$ cat src/rtl/branch_fb_sched_pkg.sv
// Shared branch-feedback types and helpers for the resolution units and the
// feedback scheduler.
package core;

    localparam int TAG_W = 6;

    typedef logic                 bool_t;
    typedef logic [TAG_W-1:0]     branch_fb_tag_t;

    typedef struct packed {
        logic        valid;
        logic        taken;
        logic [31:0] pc;
        logic [31:0] target;
    } branch_pred_fb_t;

    typedef struct packed {
        branch_pred_fb_t fb;
        branch_fb_tag_t  tag;
        bool_t           kill;
    } fb_sched_entry_t;

    // Wrap-around age compare: a is older than b when (a - b) is negative mod 2^TAG_W.
    function automatic bool_t tag_older(input branch_fb_tag_t a, input branch_fb_tag_t b);
        branch_fb_tag_t diff;
        diff = a - b;
        return diff[TAG_W-1];
    endfunction

    function automatic logic [15:0] sat_add16(input logic [15:0] base, input logic [1:0] inc);
        logic [16:0] sum;
        sum = {1'b0, base} + {15'd0, inc};
        return sum[16] ? 16'hFFFF : sum[15:0];
    endfunction

endpackage

$ cat src/rtl/branch_fb_sched_if.sv
// Bundle between the branch resolution sources, the feedback scheduler and
// the predictor feedback port.
interface branch_fb_sched_if #(
    parameter int src_cnt = 2,
    parameter int tag_w   = core::TAG_W
);
    logic [src_cnt-1:0]                   src_valid;
    core::branch_pred_fb_t [src_cnt-1:0]  src_fb;
    logic [src_cnt-1:0][tag_w-1:0]        src_tag;
    logic [src_cnt-1:0]                   src_ready;
    logic                                 flush;
    logic [tag_w-1:0]                     flush_tag;
    logic                                 stall;
    core::branch_pred_fb_t                fb;
    logic                                 pred_en;
    logic [15:0]                          emit_cnt;
    logic [15:0]                          drop_cnt;

    modport master (
        output src_valid, src_fb, src_tag, flush, flush_tag, stall,
        input  src_ready, fb, pred_en, emit_cnt, drop_cnt
    );

    modport slave (
        input  src_valid, src_fb, src_tag, flush, flush_tag, stall,
        output src_ready, fb, pred_en, emit_cnt, drop_cnt
    );
endinterface

$ cat src/rtl/branch_fb_sched_arb.sv
// Combinational oldest-first picker over (valid, tag) pairs; ties go to the
// lowest index.
module fb_age_arb
    import core::*;
#(
    parameter int src_cnt = 2,
    parameter int tag_w   = TAG_W,
    localparam int IDX_W  = (src_cnt > 1) ? $clog2(src_cnt) : 1
) (
    input  logic [src_cnt-1:0]            valid,
    input  logic [src_cnt-1:0][tag_w-1:0] tag,
    output logic [src_cnt-1:0]            grant,
    output logic [IDX_W-1:0]              win_idx,
    output logic                          win_valid
);

    branch_fb_tag_t best_tag;

    always_comb begin
        win_valid = 1'b0;
        win_idx   = '0;
        best_tag  = '0;
        // Strictly-older replacement keeps the lower index on equal tags.
        for (int i = 0; i < src_cnt; i++) begin
            if (valid[i] && (!win_valid || tag_older(tag[i], best_tag))) begin
                win_valid = 1'b1;
                win_idx   = IDX_W'(i);
                best_tag  = tag[i];
            end
        end
    end

    for (genvar gi = 0; gi < src_cnt; gi++) begin : g_grant
        assign grant[gi] = win_valid && (win_idx == IDX_W'(gi));
    end

endmodule

$ cat src/rtl/branch_fb_sched.sv
// Serialises resolved-branch feedback from several sources into the predictor's
// single feedback port, oldest first, discarding wrong-path entries on flush.
module branch_fb_sched
    import core::*;
#(
    parameter int src_cnt    = 2,
    parameter int fifo_depth = 4,
    parameter int tag_w      = TAG_W
) (
    input logic              clk,
    input logic              rst,
    branch_fb_sched_if.slave bus
);

    localparam int PTR_W = $clog2(fifo_depth);
    localparam int CNT_W = PTR_W + 1;
    localparam int IDX_W = (src_cnt > 1) ? $clog2(src_cnt) : 1;

    fb_sched_entry_t    slot_q [fifo_depth];
    logic [PTR_W-1:0]   head_reg;
    logic [PTR_W-1:0]   tail_reg;
    logic [CNT_W-1:0]   count_reg;
    logic [CNT_W-1:0]   count_next;
    logic [15:0]        emit_cnt_reg;
    logic [15:0]        drop_cnt_reg;

    logic [src_cnt-1:0] grant;
    logic [IDX_W-1:0]   win_idx;
    logic               win_valid;
    branch_fb_tag_t     win_tag;
    branch_pred_fb_t    win_fb;
    fb_sched_entry_t    head_entry;
    logic               pop;
    logic               pop_emit;
    logic               pop_drop;
    logic               space_ok;
    logic               accept;
    logic               drop_in;
    logic               push;
    logic [1:0]         drop_inc;

    fb_age_arb #(
        .src_cnt (src_cnt),
        .tag_w   (tag_w)
    ) u_arb (
        .valid     (bus.src_valid),
        .tag       (bus.src_tag),
        .grant     (grant),
        .win_idx   (win_idx),
        .win_valid (win_valid)
    );

    always_comb begin
        head_entry = slot_q[head_reg];
        pop        = (count_reg != '0) && !bus.stall;
        pop_emit   = pop && !head_entry.kill;
        pop_drop   = pop && head_entry.kill;
        // A full queue still accepts when the head leaves this cycle.
        space_ok   = (count_reg != CNT_W'(fifo_depth)) || pop;
        accept     = rst && win_valid && space_ok;
        win_tag    = bus.src_tag[win_idx];
        win_fb     = bus.src_fb[win_idx];
        drop_in    = accept && bus.flush && tag_older(bus.flush_tag, win_tag);
        push       = accept && !drop_in;
        drop_inc   = {1'b0, drop_in} + {1'b0, pop_drop};
        count_next = count_reg;
        if (push && !pop) begin
            count_next = count_reg + CNT_W'(1);
        end else if (!push && pop) begin
            count_next = count_reg - CNT_W'(1);
        end
    end

    always_comb begin
        bus.fb = '0;
        if (pop_emit) begin
            bus.fb       = head_entry.fb;
            bus.fb.valid = 1'b1;
        end
    end

    assign bus.src_ready = accept ? grant : '0;
    assign bus.pred_en   = rst && !bus.stall;
    assign bus.emit_cnt  = emit_cnt_reg;
    assign bus.drop_cnt  = drop_cnt_reg;

    // Killed entries stay in place and drain through the normal pop path.
    for (genvar gi = 0; gi < fifo_depth; gi++) begin : g_slot
        fb_sched_entry_t slot_reg;

        always_ff @(posedge clk or negedge rst) begin
            if (!rst) begin
                slot_reg <= '0;
            end else if (push && (tail_reg == PTR_W'(gi))) begin
                slot_reg <= '{fb: win_fb, tag: win_tag, kill: 1'b0};
            end else if (bus.flush && tag_older(bus.flush_tag, slot_reg.tag)) begin
                slot_reg.kill <= 1'b1;
            end
        end

        assign slot_q[gi] = slot_reg;
    end

    always_ff @(posedge clk or negedge rst) begin
        if (!rst) begin
            head_reg     <= '0;
            tail_reg     <= '0;
            count_reg    <= '0;
            emit_cnt_reg <= '0;
            drop_cnt_reg <= '0;
        end else begin
            if (pop) begin
                head_reg <= head_reg + PTR_W'(1);
            end
            if (push) begin
                tail_reg <= tail_reg + PTR_W'(1);
            end
            count_reg    <= count_next;
            emit_cnt_reg <= sat_add16(emit_cnt_reg, {1'b0, pop_emit});
            drop_cnt_reg <= sat_add16(drop_cnt_reg, drop_inc);
        end
    end

endmodule

$ cat src/flat_wrapper.sv
// flat-port wrapper written by rule: the top's interface ports become plain ports
module branch_fb_sched_flat import core::*;
#(
    parameter int src_cnt    = 2,
    parameter int fifo_depth = 4,
    parameter int tag_w      = TAG_W
)
  (clk, rst, bus_src_valid, bus_src_fb, bus_src_tag, bus_flush, bus_flush_tag, bus_stall, bus_src_ready, bus_fb, bus_pred_en, bus_emit_cnt, bus_drop_cnt);
  branch_fb_sched_if #(.src_cnt(src_cnt), .tag_w(tag_w)) bus_i ();
  input logic clk;
  input logic rst;
  input wire logic [$bits(bus_i.src_valid)-1:0] bus_src_valid;
  input wire logic [$bits(bus_i.src_fb)-1:0] bus_src_fb;
  input wire logic [$bits(bus_i.src_tag)-1:0] bus_src_tag;
  input wire logic [$bits(bus_i.flush)-1:0] bus_flush;
  input wire logic [$bits(bus_i.flush_tag)-1:0] bus_flush_tag;
  input wire logic [$bits(bus_i.stall)-1:0] bus_stall;
  output wire logic [$bits(bus_i.src_ready)-1:0] bus_src_ready;
  output wire logic [$bits(bus_i.fb)-1:0] bus_fb;
  output wire logic [$bits(bus_i.pred_en)-1:0] bus_pred_en;
  output wire logic [$bits(bus_i.emit_cnt)-1:0] bus_emit_cnt;
  output wire logic [$bits(bus_i.drop_cnt)-1:0] bus_drop_cnt;
  assign bus_i.src_valid = bus_src_valid;
  assign bus_i.src_fb = bus_src_fb;
  assign bus_i.src_tag = bus_src_tag;
  assign bus_i.flush = bus_flush;
  assign bus_i.flush_tag = bus_flush_tag;
  assign bus_i.stall = bus_stall;
  assign bus_src_ready = bus_i.src_ready;
  assign bus_fb = bus_i.fb;
  assign bus_pred_en = bus_i.pred_en;
  assign bus_emit_cnt = bus_i.emit_cnt;
  assign bus_drop_cnt = bus_i.drop_cnt;
  branch_fb_sched #(.src_cnt(src_cnt), .fifo_depth(fifo_depth), .tag_w(tag_w)) u_core (.clk(clk), .rst(rst), .bus(bus_i));
endmodule
$ cat config.mk
export PLATFORM = sky130hd
export DESIGN_NAME = branch_fb_sched_flat
export DESIGN_NICKNAME = d
export VERILOG_FILES = /design/src/rtl/branch_fb_sched_pkg.sv /design/src/rtl/branch_fb_sched_if.sv /design/src/rtl/branch_fb_sched_arb.sv /design/src/rtl/branch_fb_sched.sv /design/src/flat_wrapper.sv
export SDC_FILE = /design/constraint.sdc
export NUM_CORES = 1
export LEC_CHECK = 0
export BUFFER_PORTS_ARGS = -buffer_cell sky130_fd_sc_hd__buf_4
export CAP_MARGIN = 20
export CORE_ASPECT_RATIO = 1.2
export CORE_MARGIN = 8
export CORE_UTILIZATION = 35
export DETAILED_ROUTE_END_ITERATION = 10
export SLEW_MARGIN = 0
export SYNTH_ARGS = -nofsm -noshare
export SYNTH_HDL_FRONTEND = slang
export SYNTH_SLANG_ARGS = --single-unit
$ cat constraint.sdc
create_clock -name clk -period 4 [get_ports clk]
set_clock_uncertainty 0.05 [all_clocks]
set_input_delay 0.2 -clock clk [delete_from_list [all_inputs] [get_ports clk]]
set_output_delay 0.2 -clock clk [all_outputs]
set_load 0.02 [all_outputs]
; Word-level counts from Yosys, hierarchy flattened
; Cells that the tools add are included.
[classes]
addsub = 13
magnitude_cmp = 2
n_eq_ne = 4
mux = 25
n_bitwise = 2
n_reduce_logical = 37
[ops]
columns = operator, n
row1 = 2-to-1 mux 66 bit, 3
row2 = binary-select mux 73 bit (select 2 bit), 1
row3 = 2-to-1 mux 72 bit, 2
row4 = subtractor 6 bit, 6
row5 = 2-to-1 mux 16 bit, 2
row6 = logical AND 1 bit, 22
row7 = 2-to-1 mux 6 bit, 3
row8 = adder 16 x 1 -> 17 bit, 1
row9 = adder 16 x 2 -> 17 bit, 1
row10 = 2-to-1 mux 1 bit, 11
row11 = nonzero test 2 bit, 5
row12 = zero test 1 bit, 6
row13 = 2-to-1 mux 3 bit, 2
row14 = adder 2 x 1 -> 2 bit (second input constant), 2
row15 = equality test 2 bit (second input constant), 2
row16 = adder 3 x 1 -> 3 bit (second input constant), 1
row17 = >= comparator 3 bit (second input constant), 1
row18 = inequality test 3 bit (second input constant), 1
row19 = NOT 2 -> 3 bit, 1
row20 = nonzero test 3 bit, 1
row21 = subtractor 3 x 1 -> 3 bit (second input constant), 1
row22 = adder 1 x 1 -> 2 bit, 1
row23 = equality test 2 x 1 -> 1 bit (second input constant), 1
row24 = zero test 2 bit, 1
row25 = 4 further kinds, 5
[totals]
register_bits = 331
in_bits = 156
output_inout_bits = 101
elab_cells = 112

; Longest topological paths before layout
; Gate-level depths: netlist of the first run.
[depth]
depth_word = 15
mapped_depth = 27
mapped_depth_nobuf = 24

; Hierarchy
; From an unflattened synthesis of the first run, not the netlist that was laid out.
[hier_totals]
hier_cells = 1479
hier_area_um2 = 15720.1
[modules_own_cells]
columns = module, instances, cells_per_inst, area_per_inst_um2, seq_area_each_um2
row1 = branch_fb_sched, 1, 1450, 15517.4, 8182.8
row2 = fb_age_arb, 1, 29, 202.7, 0.0

; Worst setup path after synthesis of the first run
; No wires, ideal clock.
[synth_path]
path_type = in2reg
startpoint = input port bus_src_valid[0]
endpoint = register u_core.drop_cnt_reg[10], in the netlist u_core.bus.drop_cnt[10]
setup_ns = 0.068
t_arrival_ns = 5.409
required_time_ns = 3.882
slack_ns = -1.527
stages = 27
n_path_buf = 3
path_cell_list = buf_2 -> nand2_1 -> ha_1 -> a211oi_1 -> or2_2 -> o21ai_1 -> nor2_4 -> clkbuf_1 -> mux2_2 -> inv_1 -> ha_1 -> a21o_1 -> a21o_1 -> a21oi_1 -> nand3b_1 -> o211ai_4 -> xor2_4 -> nand3_1 -> fa_1 -> inv_1 -> ha_1 -> nand3_1 -> nor2_1 -> and3_1 -> nand3_1 -> clkbuf_1 -> nand2_1
[synth_between]
elab_chain_len = 12
elab_cells_between_ends = 18
cone_classes = add/sub: 4 / mux: 7 / reduce/logical: 7
[synth_rtl]
columns = item, line
row1 = "start, declared", flat_wrapper.sv:12  ; input wire logic [$bits(bus_i.src_valid)-1:0] bus_src_valid;
row2 = 2-to-1 mux 6 bit / 2-to-1 mux 1 bit (equally long branches), branch_fb_sched_arb.sv:25  ; if (valid[i] && (!win_valid || tag_older(tag[i], best_tag))) begin
row3 = subtractor 6 bit / zero test 1 bit (equally long branches), "branch_fb_sched_pkg.sv:26, branch_fb_sched_arb.sv:25"
row4 = logical OR 1 bit, branch_fb_sched_arb.sv:25
row5 = logical AND 1 bit, branch_fb_sched_arb.sv:25
row6 = 2-to-1 mux 1 bit, branch_fb_sched_arb.sv:25
row7 = 2-to-1 mux 6 bit (not written as such) / logical AND 1 bit (equally long branches) (2 in a row), "branch_fb_sched.sv:61, branch_fb_sched.sv:60"
row8 = subtractor 6 bit / logical AND 1 bit (equally long branches), "branch_fb_sched_pkg.sv:26, branch_fb_sched.sv:63"
row9 = logical AND 1 bit (*), branch_fb_sched.sv:63  ; drop_in = accept && bus.flush && tag_older(bus.flush_tag, win_tag);
row10 = adder 1 x 1 -> 2 bit (*), branch_fb_sched.sv:65  ; drop_inc = {1'b0, drop_in} + {1'b0, pop_drop};
row11 = adder 16 x 2 -> 17 bit (*), branch_fb_sched_pkg.sv:32  ; sum = {1'b0, base} + {15'd0, inc};
row12 = 2-to-1 mux 16 bit (*), branch_fb_sched_pkg.sv:33  ; return sum[16] ? 16'hFFFF : sum[15:0];
row13 = "end signal, assigned", branch_fb_sched.sv:120  ; drop_cnt_reg <= sat_add16(drop_cnt_reg, drop_inc);
row14 = "end, declared", branch_fb_sched.sv:25  ; logic [15:0] drop_cnt_reg;
; Mark *: on every way between the ends. The rest lies on a longest branch, timed or not. The select of a mux whose other input is x is not followed.
; A chain may end at the register's enable or synchronous reset.

; Final worst setup path of the first run
[layout_path]
startpoint = input port bus_src_valid[0]
endpoint = register u_core.drop_cnt_reg[14], in the netlist u_core.bus.drop_cnt[14]
; The elaborated chain is that of the path after synthesis.

==> summary.txt, run 1 <==
Run status
  • Status: finished, final reports clean

CTS
  • Clk slew on worst S/H paths: 60 ps
  • Post-CTS Setup Bufs: 0
  • Clk_lat worst skew: 540 ps
  • Clock sink total: around 330
  • CTS tree: built
  • CTS HTree Levels: 2
  • TritonCTS buffer count: 37
  • Root buffer cell: clkbuf_16
  • Clk buf depth: 3

Global route
  • Initial antenna violation count: 0
  • Global-route wire length before repair: about 67 mm
  • Overall Global Routing Usage: 15.6%
  • Largest net degree at the start of global routing: 171
  • Number of global-route vias before repair: 11950
  • Global route overflow: 0

Layout
  • Layout net count: between 1500 and 2000
  • Area growth from synthesis to layout: 34.6%
  • Diode count: 0
  • Proportion of layout cells with a drive suffix above 1: 39.4%
  • Final core utilization: 47.7%
  • Max FFs per register: ~290

Setup path
  • Worst EP required: 4400 ps
  • CP startpoint kind: primary input
  • Critical path startpoint: bus_src_valid[0]
  • Crit path buffers/inverters: 4
  • WS Path Type: in -> reg
  • Worst path slowest cell: fa_2
  • CP Capture Point: u_core.bus.drop_cnt[14]
  • Critical Path AT: 4250 ps
  • Reg2reg end: u_core.bus.emit_cnt[11]
  • Launch point of the worst reg-to-reg path: u_core.head_reg[0]
  • CP max stage delay: 380 ps
  • Depth of the most critical reg-to-reg path: 9
  • Stages on worst setup path: 26
  • Flop2flop setup slack: approximately 320 ps
  • Crit-path max FO: 7
  • Most used cell, CP: ha_4
  • Worst path top cell family by delay: compound AO/OA/AOI/OAI gates
  • Crit path capture type: flip-flop

Timing
  • # setup viols final: 0
  • Hold Vio Cnt, Final: 0
  • Setup tns final: 0 ps
  • Max Slew Vio Count: 0
  • Minimum clock period: 3840 ps
  • Tcrit/Tclk final: between 90 and 100%
  • Relative slew slack: 35.7%
  • F_max: 260 MHz
  • Worst slew pin tran: about 960 ps
  • Unrepaired setup endpoints after global routing: true

Placement
  • Port Buffers: 254
  • Gp weighted congestion: 0.757
  • HPWL after DPL: 27.5 mm

Drt
  • Residual DRC count: 0
  • Vias: 10671
  • DRT Pass-1 Iters: 4
  • Vias per inst: 4.87
  • Wire length per cell: approximately 19 µm
  • Detailed Route Iter0 Violations: about 370
  • Drt total wl: 41.2 mm
  • Antenna-violating nets left: 0

Hold path
  • Hold crit path type: in -> reg

Job
  • Maxcap violations: 0

Logic synthesis
  • Cell variety after synth: 43
  • Synth Area per Inst: approximately 14 µm²
  • Syn Inst Count: 1147
  • Warnings from Yosys: 0
  • Synth Register Bits: 327
  • Most used DFF post-synth: dfrtp_1
  • Post-synthesis cell area: 0.0162 mm²
  • Post-synth EDFFs: 0
  • Synth Net Count: 1337
  • Sequential element share of the synthesized area: 50.4%
  • Post-synth ARST share: 100%

Floorplan
  • Row cnt: between 80 and 90
  • DIE AREA: 0.0535 mm²
  • IO Pins: roughly 260
  • CORE AREA: 0.0458 mm²
  • Die Y: 252 µm
  • Initial core utilization: 35.4%
  • Die X: between 200 and 250 µm

Power
  • LEAKAGE: 9.64 nW
  • Maximum vdd ir drop: around 0.35 mV
  • Pwr/cell area: ~670 mW/mm²
==> timing repair <==
| action | CTS | global route |
|---|---|---|
| hold buffers | 104 | 0 |
| gates resized for setup | 0 | 14 |
| endpoints found under the hold margin | 155 | 0 |
| setup endpoints to repair | 0 | 18 |
==> cells by family (layout without fill, tap and decap cells) <==
| family | after synthesis | after routing | share of synthesized area [%] |
|---|---|---|---|
| muxes | 427 | 427 | 34.1 |
| DFF | 327 | 327 | 50.4 |
| and+or+nand+nor | 183 | 184 | 6.08 |
| adders and majority gates | 34 | 34 | 2.71 |
| AOI/OAI and AO/OA | 50 | 50 | 2.22 |
| buffers and inverters | 91 | 519 | 2.47 |
| xor gates and xnor gates | 35 | 35 | 2.00 |
==> worst min-delay path by stage <==
stage	cells past startpoint	start	end	slack, ps
2_1_floorplan	0	rst	u_core.bus.drop_cnt[0]	-150
3_5_place_dp	1	rst	u_core.g_slot[1].slot_reg[22]	40
3_3_place_gp	1	rst	u_core.g_slot[1].slot_reg[22]	40
5_1_grt	3	bus_src_fb[33]	u_core.g_slot[1].slot_reg[40]	20
6_report	3	bus_src_fb[125]	u_core.g_slot[2].slot_reg[66]	30
4_1_cts	3	bus_src_fb[32]	u_core.g_slot[2].slot_reg[39]	0.2
==> Yosys cell counts (3+ instances only) <==
| cell type | number | area share [%] |
|---|---|---|
| inv_1 | 28 | 0.65 |
| ha_1 | 32 | 2.5 |
| dfrtp_1 | 327 | 50 |
| nand3_1 | 18 | 0.56 |
| buf_2 | 23 | 0.71 |
| nand2b_1 | 8 | 0.31 |
| nand4_1 | 8 | 0.31 |
| nand2_1 | 40 | 0.93 |
| xnor2_1 | 20 | 1.1 |
| mux4_2 | 66 | 9.2 |
| buf_1 | 6 | 0.14 |
| and3_1 | 8 | 0.31 |
| xor2_1 | 14 | 0.76 |
| clkbuf_1 | 26 | 0.60 |
| buf_4 | 8 | 0.37 |
| a21o_1 | 14 | 0.65 |
| mux2_2 | 136 | 9.4 |
| nor2_1 | 16 | 0.37 |
| nor3_1 | 4 | 0.12 |
| a21oi_4 | 3 | 0.30 |
| nor2b_1 | 74 | 2.9 |
| mux2_1 | 207 | 14 |
| o21ai_0 | 4 | 0.12 |
| a21oi_1 | 15 | 0.46 |
| mux2i_1 | 18 | 1.1 |
==> through the flow <==
| stage | instances | cell area, µm² | hold slack [ps] | worst slack (ps) | total power [W] |
|---|---|---|---|---|---|
| after floorplan | 1147 | 16400 | -146 | -697 | 0.00957 |
| after global placement | 2023 | 19600 | 39.1 | -483 | 0.0112 |
| after detailed placement | 2023 | 19600 | 39.8 | -521 | 0.0114 |
| after CTS | 2191 | 21800 | 0.209 | 37.1 | 0.0150 |
| after global routing | 2192 | 21800 | 18.3 | -68.9 | 0.0157 |
| final | 2192 | 21800 | 28.6 | 156 | 0.0147 |
==> worst min-delay path, cell delays in order <==
cell    delay [ps]
buf_4           70
mux2_2         180
mux2_1         130
==> power breakdown <==
group,internal [W],switching (W)
registers,0.00489,0.000744
logic,0.00333,0.00243
clock network,0.00198,0.00136
==> layout make-up <==
cell class	instances	area (µm²)
well taps	616	771
clock inverters	9	77.6
repair buffers	427	3750
flip-flops and latches	327	8190
multi-input cells	730	7840
clock buffers	55	1110
fillers	4121	24000
inverters	28	108
==> layer usage <==
metal / track usage [%] / up-vias / routed length, µm
li1: - / 4946 / -
met1: 19.8 / 5482 / 17900
met2: 26.9 / 202 / 20600
met3: 3.33 / 41 / 2050
met4: 3.61 / 0 / 676
met5: 0 / - / 0
==> cell usage in the layout (no fill, tap or decap), types with 7 or more instances in the layout <==
cell type / instances
nand2_1: 32
nand4_1: 8
mux2_2: 135
mux4_2: 66
and3_1: 7
mux2_1: 207
nand2b_1: 8
xor2_1: 14
buf_12: 22
a21o_1: 14
xnor2_1: 20
clkbuf_8: 7
clkbuf_16: 39
dfrtp_1: 325
nor2_1: 13
nand3_1: 15
clkbuf_1: 9
dlygate4sd3_1: 104
a21oi_1: 13
inv_1: 26
ha_1: 28
nor2b_1: 73
buf_4: 299
mux2i_1: 17
Power figures use the tool's default switching activity.
==> run 2, diff against run 1 <==
--- a/config.mk
+++ b/config.mk
@@ -13,2 +13,3 @@
 export DETAILED_ROUTE_END_ITERATION = 10
+export PLACE_DENSITY_LB_ADDON = 0.2
 export SLEW_MARGIN = 0
--- a/constraint.sdc
+++ b/constraint.sdc
@@ -4,2 +4,2 @@
 set_output_delay 0.2 -clock clk [all_outputs]
-set_load 0.02 [all_outputs]
+set_load 0.05 [all_outputs]
==> summary.txt, run 2 (synthesis results as in run 1) <==
Timing
  • F_max: 251 MHz (-3.4%)
  • Relative slew slack: 30.3% (-5.3 points)
  • Hold slack: 33.3 ps (+4.66 ps)
  • Setup tns final: 0 ps (unchanged)
  • Hold Vio Cnt, Final: 0 (unchanged)
  • Minimum clock period: 3980 ps (+136 ps)
  • Max Slew Vio Count: 0 (unchanged)
  • Tcrit/Tclk final: 99.5% (+3.4 points)
  • # setup viols final: 0 (unchanged)
  • Unrepaired setup endpoints after global routing: true
  • Worst slew pin tran: 1040 ps (+80.2 ps)

Setup path
  • Depth of the most critical reg-to-reg path: 9 (unchanged)
  • Worst path slowest cell: fa_2
  • Worst path top cell family by delay: compound AO/OA/AOI/OAI gates
  • Crit path buffers/inverters: 4 (unchanged)
  • CP max stage delay: 440 ps (+60 ps)
  • Worst EP required: 4420 ps (+20 ps)
  • Reg2reg end: u_core.bus.emit_cnt[11]
  • Launch point of the worst reg-to-reg path: u_core.head_reg[0]
  • Most used cell, CP: ha_4
  • Critical Path AT: 4400 ps (+150 ps)
  • CP startpoint kind: primary input
  • Flop2flop setup slack: 430 ps (+110 ps)
  • Crit path capture type: flip-flop
  • Crit-path max FO: 5 (-2)
  • WS Path Type: in -> reg

Power
  • Part of the power in registers: 35.5% (-2.7 points)
  • Pwr/cell area: 711 mW/mm² (+5.4%)
  • Switching Share: 33.0% (+2.2 points)
  • P_int: 0.0107 W (+4.6%)
  • P_sw: 0.00525 W (+16%)
  • LEAKAGE: 9.95 nW (+3.1%)
  • Maximum vdd ir drop: 0.369 mV (+5.0%)
  • Comb power frac: 42.4% (+3.3 points)
  • Clock Power Share: 22.1% (-0.5 points)
  • Total power: 0.0159 W (+8.1%)

Drt
  • Wire length per cell: 20.0 µm (+6.4%)
  • Vias per inst: 4.90 (+0.68%)
  • Antenna-violating nets left: 0 (unchanged)
  • Detailed Route Iter0 Violations: 447 (+21%)
  • Drt total wl: 44.1 mm (+6.9%)
  • Vias: 10802 (+1.2%)
  • DRT Pass-1 Iters: 4 (unchanged)
  • Residual DRC count: 0 (unchanged)

Hold path
  • Hold path cells: 3 (unchanged)
  • Hold Startpoint: bus_src_fb[16]
  • Hold endpoint: u_core.g_slot[3].slot_reg[23]
  • Hold crit path type: in -> reg

Layout
  • Area growth from synthesis to layout: 38.0%
  • Filler Cell Count: 4102 (-0.46%)
  • Max FFs per register: 288 (unchanged)
  • Most common cell after layout, fill and taps aside: dfrtp_1
  • Layout net count: 1751 (+0.57%)
  • Post-route cell area: 0.0224 mm² (+2.5%)
  • Commonest cells after routing, fill and taps aside: dfrtp_1, buf_4, mux2_1
  • Final Non-Filler Cells: 2204 (+0.55%)
  • Diode count: 0 (unchanged)
  • Proportion of layout cells with a drive suffix above 1: 43.4% (+4.0 points)

Placement
  • Gp weighted congestion: 0.763 (+0.86%)
  • HPWL after DPL: 27.4 mm (-0.36%)
  • Cell Area, Placed: 0.0195 mm² (-0.41%)
  • # placed instances: 2019 (-0.20%)
  • Port Buffers: 254 (unchanged)

CTS
  • Root buffer cell: clkbuf_16
  • Clk slew on worst S/H paths: 60 ps (about the same)
  • Clk buf depth: 3 (unchanged)
  • Clock sink total: 327 (unchanged)
  • CTS HTree Levels: 2 (unchanged)
  • TritonCTS buffer count: 39 (+5.4%)
  • Clk_lat worst skew: 540 ps (about the same)
  • CTS tree: built

Job
  • Maxcap violations: 0 (unchanged)

Floorplan
  • DIE AREA: 0.0535 mm² (unchanged)
  • IO Pins: 257 (unchanged)
  • Initial core utilization: 35.4% (unchanged)
  • CORE AREA: 0.0458 mm² (unchanged)
  • Die Y: 252 µm (unchanged)
  • Die X: 213 µm (unchanged)
  • Row cnt: 86 (unchanged)

Global route
  • Initial antenna violation count: 1 (+1)
  • Global-route wire length before repair: 67.5 mm (+0.78%)
  • Number of global-route vias before repair: 11938 (-0.10%)
  • Largest net degree at the start of global routing: 165 (-3.5%)
  • Overall Global Routing Usage: 15.8% (+0.19 points)
  • Global route overflow: 0 (unchanged)

Run status
  • Status: finished, final reports clean
[run 2: stage by stage]
stage / worst slack (ps) / util, %
floorplan: -732 / -
global placement: -538 / 42.5
detailed placement: -619 / 42.5
CTS: 5.59 / 47.3
global route: -201 / 48.8
finish: 20.6 / 48.8
[run 2: final cells by class]
cell class                      count  area, µm²  share of cell area, %
Clock buffer                       54       1090                   4.88
Timing Repair Buffer              435       3990                   17.8
Sequential cell                   327       8190                   36.6
Tap cell                          616        771                   3.44
Multi-Input combinational cell    730       8080                   36.1
Clock inverter                     14        159                  0.710
Inverter                           28        108                  0.481
[run 2: worst min-delay path, stage by stage]
cell and delay, ps:
buf_4 70, mux2_2 180, mux2_1 130
[run 2: what timing repair did]
item	4_1_cts	5_1_grt
endpoints found under the hold margin	214	0
gates cloned	0	13
buffers inserted	0	8
pin swaps	1	16
hold buffers	96	0
gates resized for setup	2	84
endpoints found under the setup margin	2	214
[run 2: worst max-delay path by stage]
stage	start	to	slack, ps	depth (start not counted)
floorplan	bus_src_valid[0]	u_core.bus.drop_cnt[7]	-730	27
global placement	bus_src_valid[0]	u_core.count_reg[2]	-540	24
detailed placement	bus_src_valid[0]	u_core.count_reg[2]	-620	24
CTS	bus_src_valid[0]	u_core.bus.drop_cnt[5]	6	25
global route	bus_src_valid[0]	u_core.bus.drop_cnt[14]	-200	26
finish	bus_src_valid[0]	u_core.bus.drop_cnt[14]	20	26
[run 2: routing by layer]
metal  wire, µm  vias to the layer above  global-route usage (%)
li1           -                     4963                       -
met1      19400                     5568                    20.1
met2      21700                      220                    26.9
met3       2260                       49                    3.77
met4        720                        2                    3.73
met5         11                        -                       0
[run 2: power groups by stage]
stage	logic (W)	registers, W	clock network (W)
2_1_floorplan	0.00450	0.00561	0
3_3_place_gp	0.00617	0.00561	0
3_5_place_dp	0.00630	0.00568	0
4_1_cts	0.00642	0.00563	0.00363
5_1_grt	0.00731	0.00586	0.00376
6_report	0.00675	0.00566	0.00351
